$ cat config.mk
export PLATFORM = sky130hd
export DESIGN_NAME = fsm_seq_arbiter_flat
export DESIGN_NICKNAME = d
export VERILOG_FILES = /design/src/rtl/fsm_seq_arbiter_if.sv /design/src/rtl/fsm_seq_arbiter.sv /design/src/flat_wrapper.sv
export SDC_FILE = /design/constraint.sdc
export NUM_CORES = 1
export LEC_CHECK = 0
export ABC_AREA = 1
export CAP_MARGIN = 30
export CORE_ASPECT_RATIO = 1.1
export CORE_MARGIN = 1
export CORE_UTILIZATION = 51
export CTS_BUF_LIST = sky130_fd_sc_hd__clkbuf_2 sky130_fd_sc_hd__clkbuf_4 sky130_fd_sc_hd__clkbuf_8
export DETAILED_ROUTE_END_ITERATION = 6
export PLACE_DENSITY = 0.75
export SLEW_MARGIN = 20
export SYNTH_ARGS = -nofsm -noshare
export SYNTH_HDL_FRONTEND = slang
export SYNTH_SLANG_ARGS = --single-unit
$ cat constraint.sdc
create_clock -name Clock -period 4.14 [get_ports Clock]
set_clock_uncertainty 0.2 [all_clocks]
set_input_delay 1.035 -clock Clock [delete_from_list [all_inputs] [get_ports Clock]]
set_output_delay 1.035 -clock Clock [all_outputs]
set_load 0.005 [all_outputs]
$ cat src/rtl/fsm_seq_arbiter_if.sv
// fsm_seq_arbiter_if
//   Bundles the requester and detector-FSM handshake signals for fsm_seq_arbiter.
//   slave  : arbiter side. It receives req/K1/K2 and drives A/grant/done/busy/err.
//   master : requester/detector side. This is the mirror image of slave.
//   Signals:
//     req   [N_REQ]  level requests, one bit per requester
//     K1, K2         indications from the detector FSM (Clear->Idle, Stop->Clear)
//     A              detector FSM input A
//     grant [N_REQ]  one-hot owner of the detector, 0 when idle
//     done  [N_REQ]  1-cycle completion pulse on the owner bit
//     busy           arbiter is not idle
//     err            1-cycle K1/K2 timeout pulse
interface fsm_seq_arbiter_if #(
  parameter int N_REQ = 4
) ();
  logic [N_REQ-1:0] req;
  logic             K1;
  logic             K2;
  logic             A;
  logic [N_REQ-1:0] grant;
  logic [N_REQ-1:0] done;
  logic             busy;
  logic             err;

  modport master (output req, K1, K2, input A, grant, done, busy, err);
  modport slave  (input req, K1, K2, output A, grant, done, busy, err);
endinterface

$ cat src/rtl/fsm_seq_arbiter.sv
// fsm_seq_arbiter
//   Shares one A/K1/K2 sequence-detector FSM among N_REQ requesters. Requesters
//   are granted round-robin, one at a time. For each grant the arbiter drives A
//   through one full Idle->Start->Stop->Clear->Idle cycle and confirms the K2
//   and K1 pulses. It then pulses done on the owner bit.
//   Ports:
//     Clock  rising-edge clock
//     Reset  synchronous, active-low reset
//     bus    fsm_seq_arbiter_if.slave (req, K1, K2 in; A, grant, done, busy, err out)
//   Parameters: N_REQ (>=2), HOLD (>=1, cycles per phase), TIMEOUT (>HOLD).
//   Optional feature: define FSM_SEQ_TIMEOUT_EN to abort to ERR when K2 or K1 is
//   missing for TIMEOUT cycles. When it is undefined, the arbiter waits
//   indefinitely and err is tied to 0.
module fsm_seq_arbiter #(
  parameter int N_REQ   = 4,
  parameter int HOLD    = 2,
  parameter int TIMEOUT = 16
) (
  input  logic             Clock,
  input  logic             Reset,
  fsm_seq_arbiter_if.slave bus
);
  localparam int PW = (N_REQ > 1) ? $clog2(N_REQ) : 1;
  localparam int CW = $clog2(TIMEOUT + 1);

  typedef enum logic [2:0] {
    ST_IDLE, ST_P0, ST_P1, ST_P2, ST_P3, ST_DONE, ST_ERR
  } state_e;

  state_e           state_q, state_d;
  logic             a_q, a_d;
  logic [N_REQ-1:0] grant_q, grant_d;
  logic [N_REQ-1:0] done_q, done_d;
  logic             busy_q, busy_d;
  logic [PW-1:0]    ptr_q, ptr_d;
  logic [CW-1:0]    cnt_q, cnt_d;
  logic             k1_seen_q, k1_seen_d;
  logic             k2_seen_q, k2_seen_d;

  logic [CW-1:0]    cnt_inc;
  logic             to_hit;
  logic             found;
  logic [PW-1:0]    win;
  int unsigned      idx;

  // cnt_inc is the number of cycles spent in the current phase, counting this
  // cycle. The phase-exit and timeout decisions compare against cnt_inc so that
  // each phase lasts exactly HOLD (or TIMEOUT) cycles. cnt_inc saturates at
  // TIMEOUT.
  assign cnt_inc = (cnt_q == CW'(TIMEOUT)) ? cnt_q : cnt_q + CW'(1);

  // Round-robin: take the first set request strictly after ptr_q, wrapping.
  always_comb begin
    found = 1'b0;
    win   = ptr_q;
    idx   = 0;
    for (int unsigned i = 1; i <= N_REQ; i++) begin
      idx = (32'(ptr_q) + i) % N_REQ;
      if (!found && bus.req[idx]) begin
        found = 1'b1;
        win   = PW'(idx);
      end
    end
  end

  always_comb begin
    state_d   = state_q;
    a_d       = a_q;
    grant_d   = grant_q;
    done_d    = '0;
    ptr_d     = ptr_q;
    cnt_d     = cnt_inc;
    k1_seen_d = k1_seen_q;
    k2_seen_d = k2_seen_q;
    unique case (state_q)
      ST_IDLE: begin
        a_d       = 1'b0;
        grant_d   = '0;
        cnt_d     = '0;
        k1_seen_d = 1'b0;
        k2_seen_d = 1'b0;
        if (found) begin
          state_d = ST_P0;
          a_d     = 1'b1;
          grant_d = N_REQ'(1) << win;
          ptr_d   = win;
        end
      end
      ST_P0: begin
        if (cnt_inc >= CW'(HOLD)) begin
          state_d = ST_P1;
          a_d     = 1'b0;
          cnt_d   = '0;
        end
      end
      ST_P1: begin
        if (cnt_inc >= CW'(HOLD)) begin
          state_d   = ST_P2;
          a_d       = 1'b1;
          cnt_d     = '0;
          k2_seen_d = 1'b0;
        end
      end
      ST_P2: begin
        // A K2 in the current cycle counts immediately, so a pulse on the
        // last hold cycle still lets the phase exit on time.
        k2_seen_d = k2_seen_q | bus.K2;
        if (cnt_inc >= CW'(HOLD) && k2_seen_d) begin
          state_d   = ST_P3;
          a_d       = 1'b0;
          cnt_d     = '0;
          k1_seen_d = 1'b0;
        end else if (to_hit) begin
          state_d = ST_ERR;
          a_d     = 1'b0;
          grant_d = '0;
        end
      end
      ST_P3: begin
        k1_seen_d = k1_seen_q | bus.K1;
        if (cnt_inc >= CW'(HOLD) && k1_seen_d) begin
          state_d = ST_DONE;
          a_d     = 1'b0;
          grant_d = '0;
          done_d  = grant_q;
        end else if (to_hit) begin
          state_d = ST_ERR;
          a_d     = 1'b0;
          grant_d = '0;
        end
      end
      ST_DONE: state_d = ST_IDLE;
      ST_ERR:  state_d = ST_IDLE;
      default: state_d = ST_IDLE;
    endcase
    busy_d = (state_d != ST_IDLE);
  end

  always_ff @(posedge Clock) begin
    if (!Reset) begin
      state_q   <= ST_IDLE;
      a_q       <= 1'b0;
      grant_q   <= '0;
      done_q    <= '0;
      busy_q    <= 1'b0;
      ptr_q     <= PW'(N_REQ - 1);
      cnt_q     <= '0;
      k1_seen_q <= 1'b0;
      k2_seen_q <= 1'b0;
    end else begin
      state_q   <= state_d;
      a_q       <= a_d;
      grant_q   <= grant_d;
      done_q    <= done_d;
      busy_q    <= busy_d;
      ptr_q     <= ptr_d;
      cnt_q     <= cnt_d;
      k1_seen_q <= k1_seen_d;
      k2_seen_q <= k2_seen_d;
    end
  end

`ifdef FSM_SEQ_TIMEOUT_EN
  logic err_q, err_d;

  assign to_hit = (cnt_inc == CW'(TIMEOUT));

  always_comb err_d = (state_d == ST_ERR);

  always_ff @(posedge Clock) begin
    if (!Reset) err_q <= 1'b0;
    else        err_q <= err_d;
  end

  assign bus.err = err_q;
`else
  assign to_hit  = 1'b0;
  assign bus.err = 1'b0;
`endif

  assign bus.A     = a_q;
  assign bus.grant = grant_q;
  assign bus.done  = done_q;
  assign bus.busy  = busy_q;
endmodule

$ cat src/flat_wrapper.sv
// flat-port wrapper written by rule: the top's interface ports become plain ports
module fsm_seq_arbiter_flat 
#(
  parameter int N_REQ   = 4,
  parameter int HOLD    = 2,
  parameter int TIMEOUT = 16
)
  (Clock, Reset, bus_req, bus_K1, bus_K2, bus_A, bus_grant, bus_done, bus_busy, bus_err);
  fsm_seq_arbiter_if #(.N_REQ(N_REQ)) bus_i ();
  input  logic Clock;
  input  logic Reset;
  input wire logic [$bits(bus_i.req)-1:0] bus_req;
  input wire logic [$bits(bus_i.K1)-1:0] bus_K1;
  input wire logic [$bits(bus_i.K2)-1:0] bus_K2;
  output wire logic [$bits(bus_i.A)-1:0] bus_A;
  output wire logic [$bits(bus_i.grant)-1:0] bus_grant;
  output wire logic [$bits(bus_i.done)-1:0] bus_done;
  output wire logic [$bits(bus_i.busy)-1:0] bus_busy;
  output wire logic [$bits(bus_i.err)-1:0] bus_err;
  assign bus_i.req = bus_req;
  assign bus_i.K1 = bus_K1;
  assign bus_i.K2 = bus_K2;
  assign bus_A = bus_i.A;
  assign bus_grant = bus_i.grant;
  assign bus_done = bus_i.done;
  assign bus_busy = bus_i.busy;
  assign bus_err = bus_i.err;
  fsm_seq_arbiter #(.N_REQ(N_REQ), .HOLD(HOLD), .TIMEOUT(TIMEOUT)) u_core (.Clock(Clock), .Reset(Reset), .bus(bus_i));
endmodule
# Yosys cells after proc, flatten, opt, wreduce, memory -nomap -nowiden
# Index checks and enable logic that the tools add are counted.
# op_classes
addsub,5
n_lt_le_gt_ge,5
n_eq_ne,9
shifts,1
muxes,37
bitwise_logic,2
reduce_logical,21
# ops
operator,count
two-way mux 3 bit,5
two-way mux 5 bit,3
case mux 3 bit (5 select lines),1
case mux 5 bit (3 select lines),1
two-way mux 1 bit,13
"< comparator 2 x 3 -> 1 bit, second input constant",4
nonzero test 3 bit,3
binary-select mux 1 bit (select 2 bit),4
two-way mux 2 bit,4
two-way mux 4 bit,2
"!= test 2 x 1 -> 1 bit, second input constant",4
case mux 4 bit (2 select lines),1
AND reduction 2 bit,4
"equality test 3 x 2 -> 1 bit, second input constant",2
case mux 1 bit (3 select lines),2
"adder 5 x 1 -> 5 bit, second input constant",1
"equality test 5 bit, second input constant",1
"greater-or-equal comparator 5 x 2 -> 1 bit, second input constant",1
logical AND 1 bit,5
case mux 1 bit (5 select lines),1
AND reduction 5 bit,1
nonzero test 5 bit,1
"adder 2 x 1 -> 2 bit, second input constant",2
"adder 2 bit, second input constant",2
other kinds (9),12
# totals
ff_bits,22
in_bits,8
output_inout_bits,11
word_cells,89

# Depth between registers and ports, before layout
# depth
ltp_word,16
ltp_mapped,15
depth_no_buf,15

# Least setup slack after synthesis
# Ideal clock, no wire load.
# synth_timing
path_type,input to register
from,in bus_req[1]
to,"reg u_core.busy_q, in the netlist u_core.bus.busy"
setup_time_ps,119
arrival_ps,1878
required_time_ps,3821
path_slack_ps,1943
cell_stages,12
path_buffers,0
cell_sequence,inv_1 > nand2_1 > nand3_1 > nand2_4 > nor2_8 > nand3_2 > nand2_4 > nand2_1 > inv_1 > nand2_1 > nand2_1 > nand2_1
# synth_via
elab_chain_cells,15
elab_cells_between_ends,21
classes_between,mux: 14; reduce/logical: 7
# synth_lines
item,line_no,rtl
from (decl),flat_wrapper.sv:12,input wire logic [$bits(bus_i.req)-1:0] bus_req;
binary-select mux 1 bit (select 2 bit),fsm_seq_arbiter.sv:59,if (!found && bus.req[idx]) begin
two-way mux 1 bit (implied by the code),fsm_seq_arbiter.sv:59,
two-way mux 1 bit,fsm_seq_arbiter.sv:59,
zero test 1 bit,fsm_seq_arbiter.sv:59,
logical AND 1 bit,fsm_seq_arbiter.sv:59,
two-way mux 1 bit,fsm_seq_arbiter.sv:59,
zero test 1 bit,fsm_seq_arbiter.sv:59,
logical AND 1 bit,fsm_seq_arbiter.sv:59,
two-way mux 1 bit,fsm_seq_arbiter.sv:59,
zero test 1 bit,fsm_seq_arbiter.sv:59,
logical AND 1 bit,fsm_seq_arbiter.sv:59,
two-way mux 1 bit *,fsm_seq_arbiter.sv:59,
two-way mux 3 bit *,fsm_seq_arbiter.sv:82,if (found) begin
case mux 3 bit (5 select lines) *,fsm_seq_arbiter.sv:75,unique case (state_q)
nonzero test 3 bit *,fsm_seq_arbiter.sv:136,busy_d = (state_d != ST_IDLE);
to (signal assigned),fsm_seq_arbiter.sv:155,busy_q <= busy_d;
to (decl),fsm_seq_arbiter.sv:34,"logic busy_q, busy_d;"
# Every way passes the cells marked *; elsewhere a longest branch is shown, timed or not. The select of a mux whose other input is x is not followed.
# A chain may end at the register's enable or synchronous reset.

# Final worst setup path
# layout_timing
from,in bus_req[0]
to,"reg u_core.grant_q[0], in the netlist u_core.bus.grant[0]"
# layout_via
elab_chain_cells,15
elab_cells_between_ends,25
classes_between,shift: 1; mux: 18; reduce/logical: 6
# layout_lines
item,line_no,rtl
binary-select mux 1 bit (select 2 bit),fsm_seq_arbiter.sv:59,
two-way mux 1 bit (implied by the code),fsm_seq_arbiter.sv:59,
two-way mux 1 bit,fsm_seq_arbiter.sv:59,
zero test 1 bit,fsm_seq_arbiter.sv:59,
logical AND 1 bit,fsm_seq_arbiter.sv:59,
two-way mux 1 bit,fsm_seq_arbiter.sv:59,
zero test 1 bit,fsm_seq_arbiter.sv:59,
logical AND 1 bit,fsm_seq_arbiter.sv:59,
two-way mux 1 bit,fsm_seq_arbiter.sv:59,
zero test 1 bit,fsm_seq_arbiter.sv:59,
logical AND 1 bit,fsm_seq_arbiter.sv:59,
two-way mux 2 bit,fsm_seq_arbiter.sv:59,
left shift 1 x 2 -> 4 bit,fsm_seq_arbiter.sv:85,grant_d = N_REQ'(1) << win;
two-way mux 4 bit *,fsm_seq_arbiter.sv:82,
case mux 4 bit (2 select lines) *,fsm_seq_arbiter.sv:75,
to (signal assigned),fsm_seq_arbiter.sv:153,grant_q <= grant_d;
to (decl),fsm_seq_arbiter.sv:32,"logic [N_REQ-1:0] grant_q, grant_d;"
# Marked as above.

==> flow_summary.ini <==
[floorplan]
ioPinCount = 19
design.core.area_um2 = 2544
start_util_pct = 55.04
die_x_um = 51.96
die_y_um = 56.96
die_area_um2 = 2959
num_rows = 19

[routing]
drt_first_pass_iters = 5
final_antenna_net_count = 0
vias_per_cell = 4.738
drt-initial-drc-count = 19
drt_wl_total_um = 2513
wl_per_cell_um = 9.555
drcViolationCount = 0
route.vias.total = 1246

[setup_path]
cpMostUsedCell = nand2_2
arrival_ns = 2.51
cp-end-kind = flip-flop
crit_buf_inv = 3
max_stage_delay_ns = 0.49
worstPathCellList = clkdlybuf4s50_1 -> nand2_2 -> nand2_4 -> inv_1 -> o21ai_1 -> nand2_2 -> nand3_1 -> nand2_2 -> inv_1 -> nand2_1 -> a21oi_1
critical_path_class = in -> reg
crit_fanout = 4
start_kind = primary input
cp_slowest_cell = clkdlybuf4s50_1
cp_top_family = buffers and inverters
crit_required_ns = 4.19

[sta]
fmax_mhz = 407.0
setup_tns_ns = 0
setup_viol = 0
period_share_pct = 59.35
period_needed_ns = 2.457
hold_viol_final = 0
whs_ns = 0.2557
final_max_slew_viol_count = 0
rsz0062_at_grt = no
setup_slack_ns = 1.683

[global_routing]
grt_start_max_net_pins = 14
grtUsageTotal_pct = 19.37
grt_pass1_vias = 1109
grt_overflow_total = 0
grt_antenna_before_repair = 0
grt_pass1_wl_um = 4409

[clocking]
cts_made_buffers = 3
post_cts_buffers = 0
cts_resized = 0
cts_tree = done
htree_num_levels = 1
cts_hold_buf = 0
ctsRootBufferMaster = clkbuf_4
worstSkewPairLatency_ns = 0.31
clk_pin_slew_ns = 0.12
clock_sinks = 22
max-clock-path-buffers = 2

[power]
p_int_uw = 614.7
pwr-share-comb_pct = 58.6
clkPwrFrac_pct = 14.3
switching_share_pct = 45.91
p_sw_uw = 521.8
max-vdd-ir-drop_v = 0.0004283
leakagePower_nw = 0.7970
power_mw = 1.136
p_per_area_nw_per_um2 = 693.3
p_seq_share_pct = 27.1

[synthesis]
synth.top_cell.area_share_pct = 31.46
synth_top_area_cell = dfxtp_1
ys_ff_latch = 22
synthTopCellsByArea = dfxtp_1, nand2_1, inv_1, nand3_1, nor2_1
avgSynthCellArea_um2 = 6.542
mappedNetlistArea_um2 = 1400
synthCells = 214
syn-num-nets = 225
ys_seq_area_share_pct = 31.46
synth_warnings = 0
ys_types = 28

[finish]
fin_cells = 263
final_net_count = 244
drive_gt1_share_pct = 14.22
area_growth_pct = 17.07
insertedDiodeCount = 0

[outcome]
outcome = finished clean

[placement]
gp_congestion = 0.8745
numPortBuffers = 17
hpwl_um = 2044
dp.cells = 259
pre_cts_ws_ns = 1.369

[worst_hold_path]
worst_hold_path_type = reg -> reg

[flow_run]
maxCapViolCount = 0
==> power groups by stage <==
stage	clock network (mW)	registers, mW	logic (mW)
3_5_place_dp	0	0.314	0.665
3_3_place_gp	0	0.312	0.653
6_report	0.163	0.308	0.666
5_1_grt	0.177	0.314	0.760
4_1_cts	0.168	0.308	0.668
2_1_floorplan	0	0.298	0.547
==> logic make-up after synthesis <==
group / Yosys count / share of synthesized area, %
xor+xnor: 1 / 1.162
flops: 22 / 31.46
other cells: 1 / 0.2678
fa+ha+maj: 3 / 2.681
buf+inv: 44 / 12.96
simple gates: 120 / 42.63
compound gates: 23 / 8.847
==> synthesized netlist by cell type <==
cell type   n
inv_6       1
o21ai_0     7
nor2_8      1
nand4_1     1
a31oi_1     1
inv_1      35
o21ai_1     3
clkinv_1    1
buf_6       1
nor2_1     22
a22oi_1     1
clkbuf_1    1
nand3_2     2
nand3_1    24
a21oi_1     9
o21a_1      1
xor2_2      1
nand2_4     7
buf_4       1
conb_1      1
inv_2       4
nand2_2    11
nor2_2      1
ha_1        3
nand2_1    50
dfxtp_1    22
o211ai_1    1
or2_2       1
==> routing by layer <==
metal	track usage (%)	vias up	part of all wire (%)
met2	30.59	28	44
met3	3.467	7	3.4
met1	25.00	518	50
li1	-	693	-
met4	9.653	0	2.1
met5	0	-	0
==> area by class of cell <==
class,count,area [um2]
clock inverters,1,30.03
well taps,31,38.79
flip-flops and latches,22,440.4
repair buffers,17,170.2
fillers,245,904.6
multi-input cells,148,778.2
inverters,41,158.9
clock buffers,3,22.52
==> sequential cells by signal, indices dropped and copies added, names as in the netlist <==
register	cells
u_core.bus.grant	4
u_core.k1_seen_q	1
u_core.cnt_q	5
u_core.ptr_q	2
u_core.k2_seen_q	1
u_core.bus.done	4
u_core.state_q	3
u_core.bus.A	1
u_core.bus.busy	1
==> cell usage in the layout, fill, tap and decap left out, types with 3 or more instances in the layout <==
cell              n
clkbuf_4          3
ha_1              3
o21ai_0           7
inv_2             4
nand2_4           7
nand2_2          11
a21oi_1           9
nand2_1          50
inv_1            35
nor2_1           22
o21ai_1           3
dfxtp_1          22
nand3_1          24
clkdlybuf4s50_1  17
==> worst paths after layout <==
| path | from | to | slack (ns) | depth (start not counted) |
|---|---|---|---|---|
| setup / recovery | bus_req[0] | u_core.bus.grant[0] | 1.68 | 11 |
| hold reg to reg | u_core.bus.grant[3] | u_core.bus.done[3] | 0.26 | 2 |
| setup reg to reg | u_core.cnt_q[0] | u_core.bus.busy | 2.00 | 12 |
| hold / removal | u_core.bus.grant[3] | u_core.bus.done[3] | 0.26 | 2 |
==> worst register-to-register path, cell delays in order (launching register included) <==
cell     delay (ns)
dfxtp_1        0.43
inv_1          0.07
ha_1           0.30
nor2_1         0.15
inv_1          0.05
a21oi_1        0.14
nand3_2        0.18
nand2_2        0.16
o21ai_0        0.09
nor2_1         0.08
nand2_1        0.05
nand2_1        0.07
nand2_1        0.06
==> through the flow <==
step	instance area, um2	utilization, %
after global placement	1587	62.37
after floorplan	1400	-
after global routing	1639	64.44
after CTS	1639	64.44
after detailed placement	1587	62.37
final	1639	64.44
Power figures use the tool's default switching activity.
